===== config.mk =====
export PLATFORM = sky130hd
export DESIGN_NAME = softex_acc_row_sched
export DESIGN_NICKNAME = d
export VERILOG_FILES = /design/src/rtl/softex_pkg.sv /design/src/rtl/softex_acc_row_sched.sv
export SDC_FILE = /design/constraint.sdc
export NUM_CORES = 1
export LEC_CHECK = 0
export BUFFER_PORTS_ARGS = -buffer_cell sky130_fd_sc_hd__buf_4
export CAP_MARGIN = 20
export CORE_AREA = 2 2 98 100
export CTS_CLUSTER_DIAMETER = 30
export CTS_CLUSTER_SIZE = 40
export DETAILED_ROUTE_END_ITERATION = 12
export DIE_AREA = 0 0 100 102
export GPL_TIMING_DRIVEN = 0
export PLACE_DENSITY = 0.95
export REMOVE_ABC_BUFFERS = 1
export SYNTH_ARGS = -nofsm -noshare
export SYNTH_HDL_FRONTEND = slang
export SYNTH_SLANG_ARGS = --single-unit

===== constraint.sdc =====
create_clock -name clk_i -period 7.25 [get_ports clk_i]
set_input_delay 1.45 -clock clk_i [delete_from_list [all_inputs] [get_ports clk_i]]
set_output_delay 1.45 -clock clk_i [all_outputs]
set_load 0.05 [all_outputs]

===== src/rtl/softex_pkg.sv =====
// Shared types for the softex accumulator datapath.
package softex_pkg;

  // Row scheduler FSM states.
  typedef enum logic [2:0] {
    StIdle   = 3'd0,
    StAccum  = 3'd1,
    StInvert = 3'd2,
    StWait   = 3'd3,
    StOut    = 3'd4,
    StClr    = 3'd5
  } acc_sched_state_e;

endpackage


===== src/rtl/softex_acc_row_sched.sv =====
// Row scheduler in front of softex_acc_top: admits one row descriptor at a time,
// gates addends/rescale factors into the accumulator, requests the final inversion,
// buffers the result and clears the accumulator before the next row.
module softex_acc_row_sched
  import softex_pkg::*;
#(
  parameter int unsigned ADD_WIDTH = 32,
  parameter int unsigned LEN_WIDTH = 16,
  parameter int unsigned ID_WIDTH  = 4
) (
  input  logic                 clk_i,
  input  logic                 rst_ni,
  input  logic                 clear_i,
  input  logic                 row_valid_i,
  output logic                 row_ready_o,
  input  logic [LEN_WIDTH-1:0] row_len_i,
  input  logic [ID_WIDTH-1:0]  row_id_i,
  input  logic                 in_add_valid_i,
  output logic                 in_add_ready_o,
  input  logic [ADD_WIDTH-1:0] in_add_i,
  input  logic                 in_mul_valid_i,
  input  logic [ADD_WIDTH-1:0] in_mul_i,
  output logic                 acc_add_valid_o,
  output logic [ADD_WIDTH-1:0] acc_add_o,
  output logic                 acc_mul_valid_o,
  output logic [ADD_WIDTH-1:0] acc_mul_o,
  input  logic                 acc_ready_i,
  output logic                 acc_last_o,
  output logic                 acc_invert_o,
  output logic                 acc_clear_o,
  input  logic                 acc_valid_i,
  input  logic [ADD_WIDTH-1:0] acc_i,
  output logic                 res_valid_o,
  input  logic                 res_ready_i,
  output logic [ADD_WIDTH-1:0] res_o,
  output logic [ID_WIDTH-1:0]  res_id_o,
  output logic                 busy_o
);

  localparam logic [LEN_WIDTH-1:0] LenOne = {{(LEN_WIDTH-1){1'b0}}, 1'b1};

  acc_sched_state_e       state_q, state_d;
  logic [LEN_WIDTH-1:0]   len_q, len_d;
  logic [LEN_WIDTH-1:0]   cnt_q, cnt_d;
  logic [ID_WIDTH-1:0]    id_q, id_d;
  logic [ADD_WIDTH-1:0]   res_q, res_d;
  logic                   zero_row_q, zero_row_d;

  logic                   is_last;
  logic                   add_hs;

  // Last-addend flag is purely a function of the count, independent of valid/ready.
  assign is_last = (cnt_q == (len_q - LenOne));
  assign add_hs  = (state_q == StAccum) && in_add_valid_i && acc_ready_i;

  // Next-state logic for the FSM and the row bookkeeping registers.
  always_comb begin
    state_d    = state_q;
    len_d      = len_q;
    cnt_d      = cnt_q;
    id_d       = id_q;
    res_d      = res_q;
    zero_row_d = zero_row_q;
    unique case (state_q)
      StIdle: begin
        if (row_valid_i) begin
          len_d      = row_len_i;
          id_d       = row_id_i;
          cnt_d      = '0;
          zero_row_d = (row_len_i == '0);
          if (row_len_i == '0) begin
            // Empty row: emit a zero result without touching the accumulator.
            res_d   = '0;
            state_d = StOut;
          end else begin
            state_d = StAccum;
          end
        end
      end
      StAccum: begin
        if (add_hs) begin
          cnt_d = cnt_q + LenOne;
          if (is_last) state_d = StInvert;
        end
      end
      StInvert: state_d = StWait;
      StWait: begin
        if (acc_valid_i) begin
          res_d   = acc_i;
          state_d = StOut;
        end
      end
      StOut: begin
        if (res_ready_i) state_d = zero_row_q ? StIdle : StClr;
      end
      StClr:   state_d = StIdle;
      default: state_d = StIdle;
    endcase
  end

  // State registers; clear_i behaves exactly like reset.
  always_ff @(posedge clk_i or negedge rst_ni) begin
    if (!rst_ni) begin
      state_q    <= StIdle;
      len_q      <= '0;
      cnt_q      <= '0;
      id_q       <= '0;
      res_q      <= '0;
      zero_row_q <= 1'b0;
    end else if (clear_i) begin
      state_q    <= StIdle;
      len_q      <= '0;
      cnt_q      <= '0;
      id_q       <= '0;
      res_q      <= '0;
      zero_row_q <= 1'b0;
    end else begin
      state_q    <= state_d;
      len_q      <= len_d;
      cnt_q      <= cnt_d;
      id_q       <= id_d;
      res_q      <= res_d;
      zero_row_q <= zero_row_d;
    end
  end

  // State-gated outputs; the addend path is a combinational pass-through in ACCUM.
  always_comb begin
    row_ready_o     = (state_q == StIdle);
    in_add_ready_o  = (state_q == StAccum) && acc_ready_i;
    acc_add_valid_o = (state_q == StAccum) && in_add_valid_i;
    acc_add_o       = in_add_i;
    acc_mul_valid_o = (state_q == StAccum) && in_mul_valid_i;
    acc_mul_o       = in_mul_i;
    acc_last_o      = (state_q == StAccum) && is_last;
    acc_invert_o    = (state_q == StInvert);
    acc_clear_o     = (state_q == StClr);
    res_valid_o     = (state_q == StOut);
    res_o           = res_q;
    res_id_o        = id_q;
    busy_o          = (state_q != StIdle);
  end

endmodule


==> results.tsv, run 1 <==
metric	value	unit
Setup TNS Final	0	ns
number of global-route vias before repair	3679	
Post-synth EDFFs	0	
kind of critical path	reg2out	
Cell Int Power	723.8	µW
Slew Viols, Final	0	
Leak Pwr	2.244	nW
cts hold-fix bufs	0	
met1 Use GR	0.3587	
CP endpoint kind	primary output	
port bufs	105	
met2 Track Usage GR	0.3976	
Die X-Extent	100	µm
largest net degree at the start of global routing	73	
Setup Fix Bufs, Post-CTS	0	
grt ovf	0	
Initial DRC Count	275	
Gate power share	0.308	
HPWL Detailed	11.48	mm
HP Class	reg2reg	
Ys Warns	0	
Final Skew	0.01545	ns
Worst slew margin	0.3538	
# fillers	757	
Area Overhead vs Synth	13.94	%
maximum fanout along the worst path	5	
die area	10200	µm²
Startpoint Class	flip-flop	
PD cells	237.0	nW/µm²
Clock Tree Buf Depth	2	
Most used DFF post-synth	dfrtp_1	
setup ws final	2.639	ns
fmax	216.9	MHz
WL final	14.99	mm
DR WL/cell	22.54	µm
VDD IR max	0.0001434	V
drt pass-1 iters	5	
PostCTS Resize Cnt	0	
Power, Total	1.178	mW
gpl congestion	0.9631	
register bit count reported by yosys	72	
cell chosen for the clock root	clkbuf_8	
fin crit share	0.6360	
wire length of the first global-routing pass	22.11	mm
cell area after synthesis	4363	µm²
sw frac	0.3856	
gr busiest metal	met2	
NumNets Final	676	
Total GRT Usage	0.2951	
diodes inserted	0	
Crit path arrival time	3.16	ns
status	finished clean	
H-tree depth	3	
initial antenna violation count	0	
clock group share of total power	0.292	
Die Height	102	µm
met3 Use GR	0.2360	
core footprint	9109	µm²
vias	3929	
crit path launch	len_q[0]	
Tmin final	4.611	ns
Worst Tran Pin Value	0.9693	ns
Switch Pwr	454.2	µW
Routed Antenna Nets	0	
row count	35	
drt via density	5.908	
CTS tree	yes	
max-cap violation count	0	
register area share after synthesis	0.4130	
Skew-Pair Late Insertion Delay	0.35	ns
Fin. Hold Viols	0	
total CTS buffers	9	
clock-pin slew on the worst setup and hold paths	0.09	ns
register share of total power	0.400	
CP required	5.80	ns
CTS sink cnt	72	
io pins	234	
drc violations	0	
final hold slack	0.4841	ns
share of layout cells above drive strength 1	0.2455	
Starting Density	0.4790	
ys async rst share	1.000	
Cell variety after synth	49	
hold_sp	res_o[17]	
final core utilization	0.5457	
syn_area_per_cell	8.358	µm²
R2R Path Start	len_q[0]	
pre-CTS WS	3.102	ns
Mapped Cells	522	
RSZ-0062 raised after global routing	false	
final count of negative-setup-slack endpoints	0	
## power by group through the flow
stage	logic, mW	registers (mW)	clock network [mW]
final	0.363	0.471	0.344
after global routing	0.398	0.476	0.365
after CTS	0.362	0.469	0.344
after detailed placement	0.359	0.477	0
after global placement	0.340	0.475	0
after floorplan	0.228	0.479	0
## metal layers
layer | vias up | routed length [µm] | part of all wire
li1 | 1772 | - | -
met1 | 1857 | 5817 | 0.39
met2 | 273 | 6063 | 0.40
met3 | 23 | 2840 | 0.19
met4 | 4 | 161 | 0.011
met5 | - | 106 | 0.0071
## path summary, 6_finish.rpt
| check | endpoint | cells past startpoint | slack, ns |
|---|---|---|---|
| worst min register to register | res_o[17] | 2 | 0.48 |
| worst min-delay path | res_o[17] | 2 | 0.48 |
| min in group asynchronous | len_q[11] | 1 | 1.22 |
| worst max-delay path | acc_last_o | 8 | 2.64 |
| max in group asynchronous | res_o[14] | 1 | 5.44 |
| worst max register to register | state_q[0] | 7 | 4.40 |
## cells in the final DEF, fill, tap and decap left out, types with 3 or more instances in the layout
| master | netlist | layout |
|---|---|---|
| xor2_1 | 9 | 9 |
| clkbuf_8 | 0 | 9 |
| nand2b_1 | 22 | 22 |
| nor2_1 | 19 | 18 |
| nand4_1 | 7 | 7 |
| nor2b_1 | 5 | 5 |
| inv_1 | 5 | 5 |
| nand2_1 | 96 | 96 |
| xnor2_1 | 16 | 16 |
| dfrtp_1 | 72 | 72 |
| or4_4 | 3 | 3 |
| o31ai_1 | 4 | 4 |
| nand3_1 | 16 | 16 |
| o21ai_0 | 79 | 79 |
| a21oi_1 | 8 | 6 |
| nor4_1 | 8 | 8 |
| buf_4 | 64 | 105 |
| or3_1 | 4 | 4 |
| nor3_1 | 11 | 11 |
| a31oi_1 | 3 | 3 |
| and3_1 | 15 | 15 |
## flip-flops by register name, summed over array words and instances, names as in the netlist
name	flops
res_id_o	4
cnt_q	16
zero_row_q	1
state_q	3
len_q	16
res_o	32
## cell type report
cell class | count | area [µm²] | area share
Clock inverter | 7 | 85.08 | 0.01712
Multi-Input combinational cell | 352 | 1961 | 0.3944
Sequential cell | 72 | 1802 | 0.3624
Inverter | 6 | 22.52 | 0.004531
Tap cell | 111 | 138.9 | 0.02794
Clock buffer | 9 | 123.9 | 0.02492
Timing Repair Buffer | 108 | 838.3 | 0.1686
## logic make-up (layout without fill, tap and decap cells)
group	Yosys count	count (layout)	synth area share
and+or+nand+nor	217	217	0.2495
adders and majority gates	2	2	0.005735
DFF	72	72	0.4130
xor gates and xnor gates	25	25	0.05019
AOI/OAI and AO/OA	106	106	0.1354
muxes	2	2	0.004589
buffers and inverters	98	130	0.1417
## synth_stat cells (all sizes together), types with 7 or more instances
master	number	area (µm²)
a21oi	8	40.04
xor2	9	78.83
nor3	12	65.06
o21ai	79	395.4
nand2	96	360.4
dfrtp	72	1802
and3	15	93.84
nor4	10	83.83
clkbuf	25	95.09
buf	67	500.5
nand2b	22	137.6
xnor2	16	140.1
nand4	7	43.79
nor2	19	71.32
nand3	16	80.08
## per-stage QoR
step	instances	area, µm²
final	665	4971
after global routing	665	4971
after CTS	665	4971
after detailed placement	649	4762
after global placement	646	4695
after floorplan	430	3767
## worst max-delay path, cell delays in order (launching register included)
cell	delay [ns]
dfrtp_1	0.43
nor3_1	0.58
nand2_1	0.26
xnor2_1	0.20
o2bb2ai_1	0.19
nand4_1	0.16
or4_4	0.56
nor3_1	0.19
buf_4	0.23
Note: power is estimated with default switching activity, not from simulation.
==> inputs of run 2 (changes only) <==
- CORE_AREA: 2 2 98 100 -> 2 2 107 109
- DIE_AREA: 0 0 100 102 -> 0 0 109 111
- PLACE_DENSITY: 0.95 -> 0.86
- clock period: 7.25 -> 4 ns (I/O delays scaled with it)
==> results.tsv, run 2 (synthesized netlist as in run 1, its figures left out) <==
metric	value	unit	change
status	finished clean		
port bufs	105		unchanged
register share of total power	0.362		-0.038
CP required	3.20	ns	-2.60 ns
CP endpoint kind	primary output		
CTS sink cnt	72		unchanged
HPWL Detailed	11.68	mm	+1.8%
r2r setup slk	1.31	ns	-3.09 ns
hold_sp	res_o[19]		
# fillers	1033		+36%
Worst R2R End	state_q[0]		
total CTS buffers	9		unchanged
RSZ-0062 raised after global routing	false		
highest routed metal layer	met5		
met3 wire len	2.843	mm	+0.11%
Gate power share	0.278		-0.030
Initial DRC Count	232		-16%
Die X-Extent	109	µm	+9.0%
Power, Total	2.367	mW	+100%
Post-Layout Cell Count	697		+4.8%
Setup Fix Bufs, Post-CTS	0		unchanged
io pins	234		unchanged
CTS tree	yes		
Routed met1 length	5.902	mm	+1.5%
Switch Pwr	815.0	µW	+79%
cell chosen for the clock root	clkbuf_16		
drt pass-1 iters	5		unchanged
Leak Pwr	2.306	nW	+2.8%
Area Overhead vs Synth	17.98	%	
VDD IR max	0.0002888	V	+100%
Cell Int Power	1.552	mW	+110%
largest net degree at the start of global routing	73		unchanged
vias	3862		-1.7%
most frequent cells in the layout	105 x buf_4, 96 x nand2_1, 79 x o21ai_0		
Fin. Hold Viols	0		unchanged
Slew Viols, Final	0		unchanged
drc violations	0		unchanged
grt ovf	0		unchanged
fmax	260.6	MHz	
setup ws final	0.1630	ns	-2.476 ns
max-cap violation count	0		unchanged
Crit path arrival time	3.04	ns	-0.12 ns
sw frac	0.3442		-0.04132
die area	12100	µm²	+19%
NumNets Final	676		unchanged
final hold slack	0.4768	ns	-0.007319 ns
Tmin final	3.837	ns	
clock-pin slew on the worst setup and hold paths	0.06	ns	-0.03 ns
cts hold-fix bufs	0		unchanged
row count	39		+11%
PostCTS Resize Cnt	0		unchanged
Startpoint Class	flip-flop		
Min-Delay Endpoint	res_o[19]		
Worst slew margin	0.3069		-0.04694
diodes inserted	0		unchanged
R2R Path Start	len_q[0]		
HP Class	reg2reg		
Routed Antenna Nets	0		unchanged
max FFs per register	32		unchanged
share of layout cells above drive strength 1	0.2491		+0.003610
Worst Tran Pin Value	1.040	ns	+0.07041 ns
Starting Density	0.3939		-0.08511
WL final	15.17	mm	+1.2%
clock group share of total power	0.361		+0.069
Total GRT Usage	0.2535		-0.04162
reg2reg path depth	9		+2
gpl congestion	0.9306		-3.4%
number of global-route vias before repair	3716		+1.0%
Clock Tree Buf Depth	2		unchanged
PD cells	459.9	nW/µm²	+94%
pre-CTS WS	0.4489	ns	-2.653 ns
H-tree depth	3		unchanged
final count of negative-setup-slack endpoints	0		unchanged
kind of critical path	reg2out		
metal2 WL	6.069	mm	about the same
wire length of the first global-routing pass	22.46	mm	+1.6%
Die Height	111	µm	+8.8%
maximum fanout along the worst path	11		+6
Hold Path Cell Cnt	2		unchanged
Setup TNS Final	0	ns	unchanged
Final Skew	0.006811	ns	-0.008643 ns
most common cell after layout, fill and taps aside	buf_4		
Skew-Pair Late Insertion Delay	0.33	ns	-0.02 ns
Cells after DPL	681		+4.9%
drt via density	5.541		-6.2%
fin crit share	0.9592		
DR WL/cell	21.76	µm	-3.5%
initial antenna violation count	0		unchanged
core footprint	11080	µm²	+22%
[run 2: cell types whose count changed in the layout (fill, tap and decap cells not counted), sizes merged]
| cell | previous run | this run |
|---|---|---|
| clkinv | 1 | 2 |
| clkbuf | 9 | 13 |
| inv | 9 | 6 |
| clkinvlp | 2 | 0 |
[run 2: through the flow]
| stage | util | instance area (µm²) |
|---|---|---|
| finish | 0.4647 | 5147 |
| global route | 0.4647 | 5147 |
| detailed placement | 0.4353 | 4822 |
| CTS | 0.4640 | 5140 |
| floorplan | - | 3767 |
| global placement | 0.4274 | 4735 |
[run 2: final cells by class]
class / instances / area (µm²) / share of cell area
Sequential cell: 72 / 1804 / 0.3505
Clock buffer: 13 / 270.3 / 0.05250
Inverter: 6 / 22.52 / 0.004375
Clock inverter: 3 / 47.55 / 0.009237
Tap cell: 143 / 178.9 / 0.03476
Timing Repair Buffer: 108 / 858.3 / 0.1667
Multi-Input combinational cell: 352 / 1966 / 0.3819
[run 2: critical path, cell delays in order (launching register included)]
cell and delay, ns:
dfrtp_2 0.49, or4_4 0.57, nor3_2 0.24, nand3_1 0.12, a21oi_1 0.17, a31oi_1 0.09, or4_4 0.58, nor3_1 0.20
buf_4 0.24
[run 2: power groups by stage]
stage                     clock [mW]  combinational, mW  sequential [mW]
after global routing           0.904              0.711            0.867
after CTS                      0.868              0.655            0.854
after global placement             0              0.618            0.862
final                          0.854              0.657            0.857
after detailed placement           0              0.650            0.866
after floorplan                    0              0.413            0.868
[run 2: worst max path at each step]
stage,start,to,slack [ns]
floorplan,len_q[7],acc_last_o,0.005
global placement,row_len_i[8],res_o[9],-0.59
detailed placement,len_q[7],acc_last_o,0.45
CTS,len_q[7],acc_last_o,0.08
global route,len_q[7],acc_last_o,0.01
finish,len_q[7],acc_last_o,0.16
[run 2: per-layer routing]
metal / global-route usage / vias to the layer above
li1: - / 1772
met1: 0.3052 / 1814
met2: 0.3308 / 247
met3: 0.2140 / 23
met4: 0.05299 / 6
met5: 0.1518 / -
==> inputs of run 3 (changes only) <==
- CORE_AREA: 2 2 107 109 -> 5 5 110 112
- DIE_AREA: 0 0 109 111 -> 0 0 115 117
==> results.tsv, run 3 (synthesized netlist as in run 1, its figures left out) <==
metric	value	unit	change
port bufs	105		unchanged
PD cells	466.9	nW/µm²	+1.5%
R2R Path Start	len_q[4]		
Area Overhead vs Synth	18.24	%	
share of layout cells above drive strength 1	0.2545		+0.005415
r2r setup slk	1.22	ns	-0.09 ns
kind of critical path	reg2out		
drc violations	0		unchanged
fin crit share	0.9807		+0.02148
cts hold-fix bufs	0		unchanged
CTS tree	yes		
Hold Path Cell Cnt	2		unchanged
RSZ-0062 raised after global routing	false		
final core utilization	0.4637		-0.001026
cell chosen for the clock root	clkbuf_16		
most frequent cells in the layout	104 x buf_4, 96 x nand2_1, 79 x o21ai_0		
drt via density	5.607		+1.2%
most common cell after layout, fill and taps aside	buf_4		
max-cap violation count	0		unchanged
Worst Tran Pin Value	1.002	ns	-0.03755 ns
crit path launch	len_q[7]		
fmax	254.9	MHz	-2.2%
Crit path arrival time	3.12	ns	+0.08 ns
Total GRT Usage	0.2356		-0.01784
CTS sink cnt	72		unchanged
number of global-route vias before repair	3890		+4.7%
Initial DRC Count	214		-7.8%
reg2reg path depth	7		-2
grt ovf	0		unchanged
die area	13460	µm²	+11%
Fin. Hold Viols	0		unchanged
Tmin final	3.923	ns	+0.08594 ns
maximum fanout along the worst path	11		unchanged
WL final	15.68	mm	+3.4%
Routed Antenna Nets	0		unchanged
Min-Delay Endpoint	res_o[6]		
gpl congestion	0.9431		+1.3%
CP required	3.20	ns	about the same
# fillers	1047		+1.4%
Clock Tree Buf Depth	2		unchanged
VDD IR max	0.0002452	V	-15%
diodes inserted	0		unchanged
status	finished clean		
Die X-Extent	115	µm	+5.5%
cell family with most CP delay	simple AND/OR/NAND/NOR gates		
Die Height	117	µm	+5.4%
Startpoint Class	flip-flop		
core footprint	11130	µm²	+0.44%
vias	3908		+1.2%
row count	39		unchanged
hold_sp	res_o[6]		
Worst path max stage delay	0.60	ns	+0.02 ns
drt pass-1 iters	5		unchanged
initial antenna violation count	0		unchanged
Critical path buffers and inverters	1		unchanged
Slew Viols, Final	0		unchanged
Leak Pwr	2.306	nW	about the same
HP Class	reg2reg		
Worst slew margin	0.3319		+0.02503
Worst R2R End	state_q[0]		
final count of negative-setup-slack endpoints	0		unchanged
wire length of the first global-routing pass	23.71	mm	+5.6%
io pins	234		unchanged
max FFs per register	32		unchanged
CP endpoint kind	primary output		
Starting Density	0.3922		-0.001728
total CTS buffers	9		unchanged
HPWL Detailed	11.90	mm	+1.8%
CP cell instances	or4_4 > nor3_2 > nand3_1 > a21oi_1 > a31oi_1 > or4_4 > nor3_2 > buf_6		
NumNets Final	676		unchanged
Skew-Pair Late Insertion Delay	0.33	ns	about the same
H-tree depth	3		unchanged
Final Skew	0.008418	ns	+0.001607 ns
CP max-delay cell	or4_4		
DR WL/cell	22.50	µm	+3.4%
largest net degree at the start of global routing	73		unchanged
final hold slack	0.4809	ns	+0.004134 ns
clock-pin slew on the worst setup and hold paths	0.06	ns	about the same
run 3: cell count changes in the layout (fill, tap and decap cells not counted), sizes merged:
cell      delta
inv          +2
clkbuf       -4
bufinv       +1
clkinvlp     +1
run 3: worst register-to-register path, stage by stage, from the launching register on:
cell and delay, ns:
dfrtp_1 0.48, nor4_4 0.42, nand2_1 0.24, xnor2_1 0.21
o2bb2ai_1 0.20, nand4_1 0.18, or4b_2 0.69, o31a_1 0.25
run 3: layout make-up:
| cell class | count | area, µm² | share of cell area |
|---|---|---|---|
| multi-input cells | 352 | 1977 | 0.3832 |
| inverters | 6 | 22.52 | 0.004366 |
| repair buffers | 108 | 849.6 | 0.1647 |
| flip-flops and latches | 72 | 1804 | 0.3497 |
| well taps | 143 | 178.9 | 0.03468 |
| clock inverters | 7 | 101.3 | 0.01965 |
| clock buffers | 9 | 225.2 | 0.04366 |
run 3: timing repair:
| action | 4_1_cts | 5_1_grt |
|---|---|---|
| buffers inserted | 0 | 0 |
| hold endpoints to repair | 0 | 0 |
| pin swaps | 0 | 1 |
| endpoints found under the setup margin | 1 | 1 |
| cloned | 0 | 0 |
| gates resized for setup | 1 | 5 |
run 3: worst max path at each step:
stage / end / slack, ns / cells past startpoint
2_1_floorplan: acc_last_o / 0.005 / 7
3_3_place_gp: res_o[17] / -0.59 / 6
3_5_place_dp: acc_last_o / 0.30 / 8
4_1_cts: acc_last_o / 0.02 / 8
5_1_grt: acc_last_o / 0.005 / 8
6_report: acc_last_o / 0.08 / 8
run 3: report_power, final:
| group | total [mW] | switching (mW) | leakage [nW] | internal, mW |
|---|---|---|---|---|
| Clock | 0.880 | 0.327 | 0.158 | 0.554 |
| Combinational | 0.670 | 0.427 | 1.17 | 0.243 |
| Sequential | 0.858 | 0.0863 | 0.982 | 0.772 |
run 3: metrics by stage:
step	area [µm²]	power (mW)	worst slack [ns]	cells	TNS, ns
floorplan	3767	1.281	0.005339	430	0
CTS	5141	2.417	0.02002	697	0
global route	5159	2.526	0.005439	697	0
detailed placement	4810	1.523	0.3048	681	0
finish	5159	2.408	0.07707	697	0
global placement	4735	1.485	-0.5877	678	-17.52
run 3: metal layers:
metal  GRT usage  vias to the layer above  share of wire
met5      0.1222                        -          0.010
met4     0.04695                        6         0.0098
met3      0.1758                       20           0.16
met2      0.3098                      242           0.40
met1      0.2989                     1866           0.42
li1            -                     1774              -
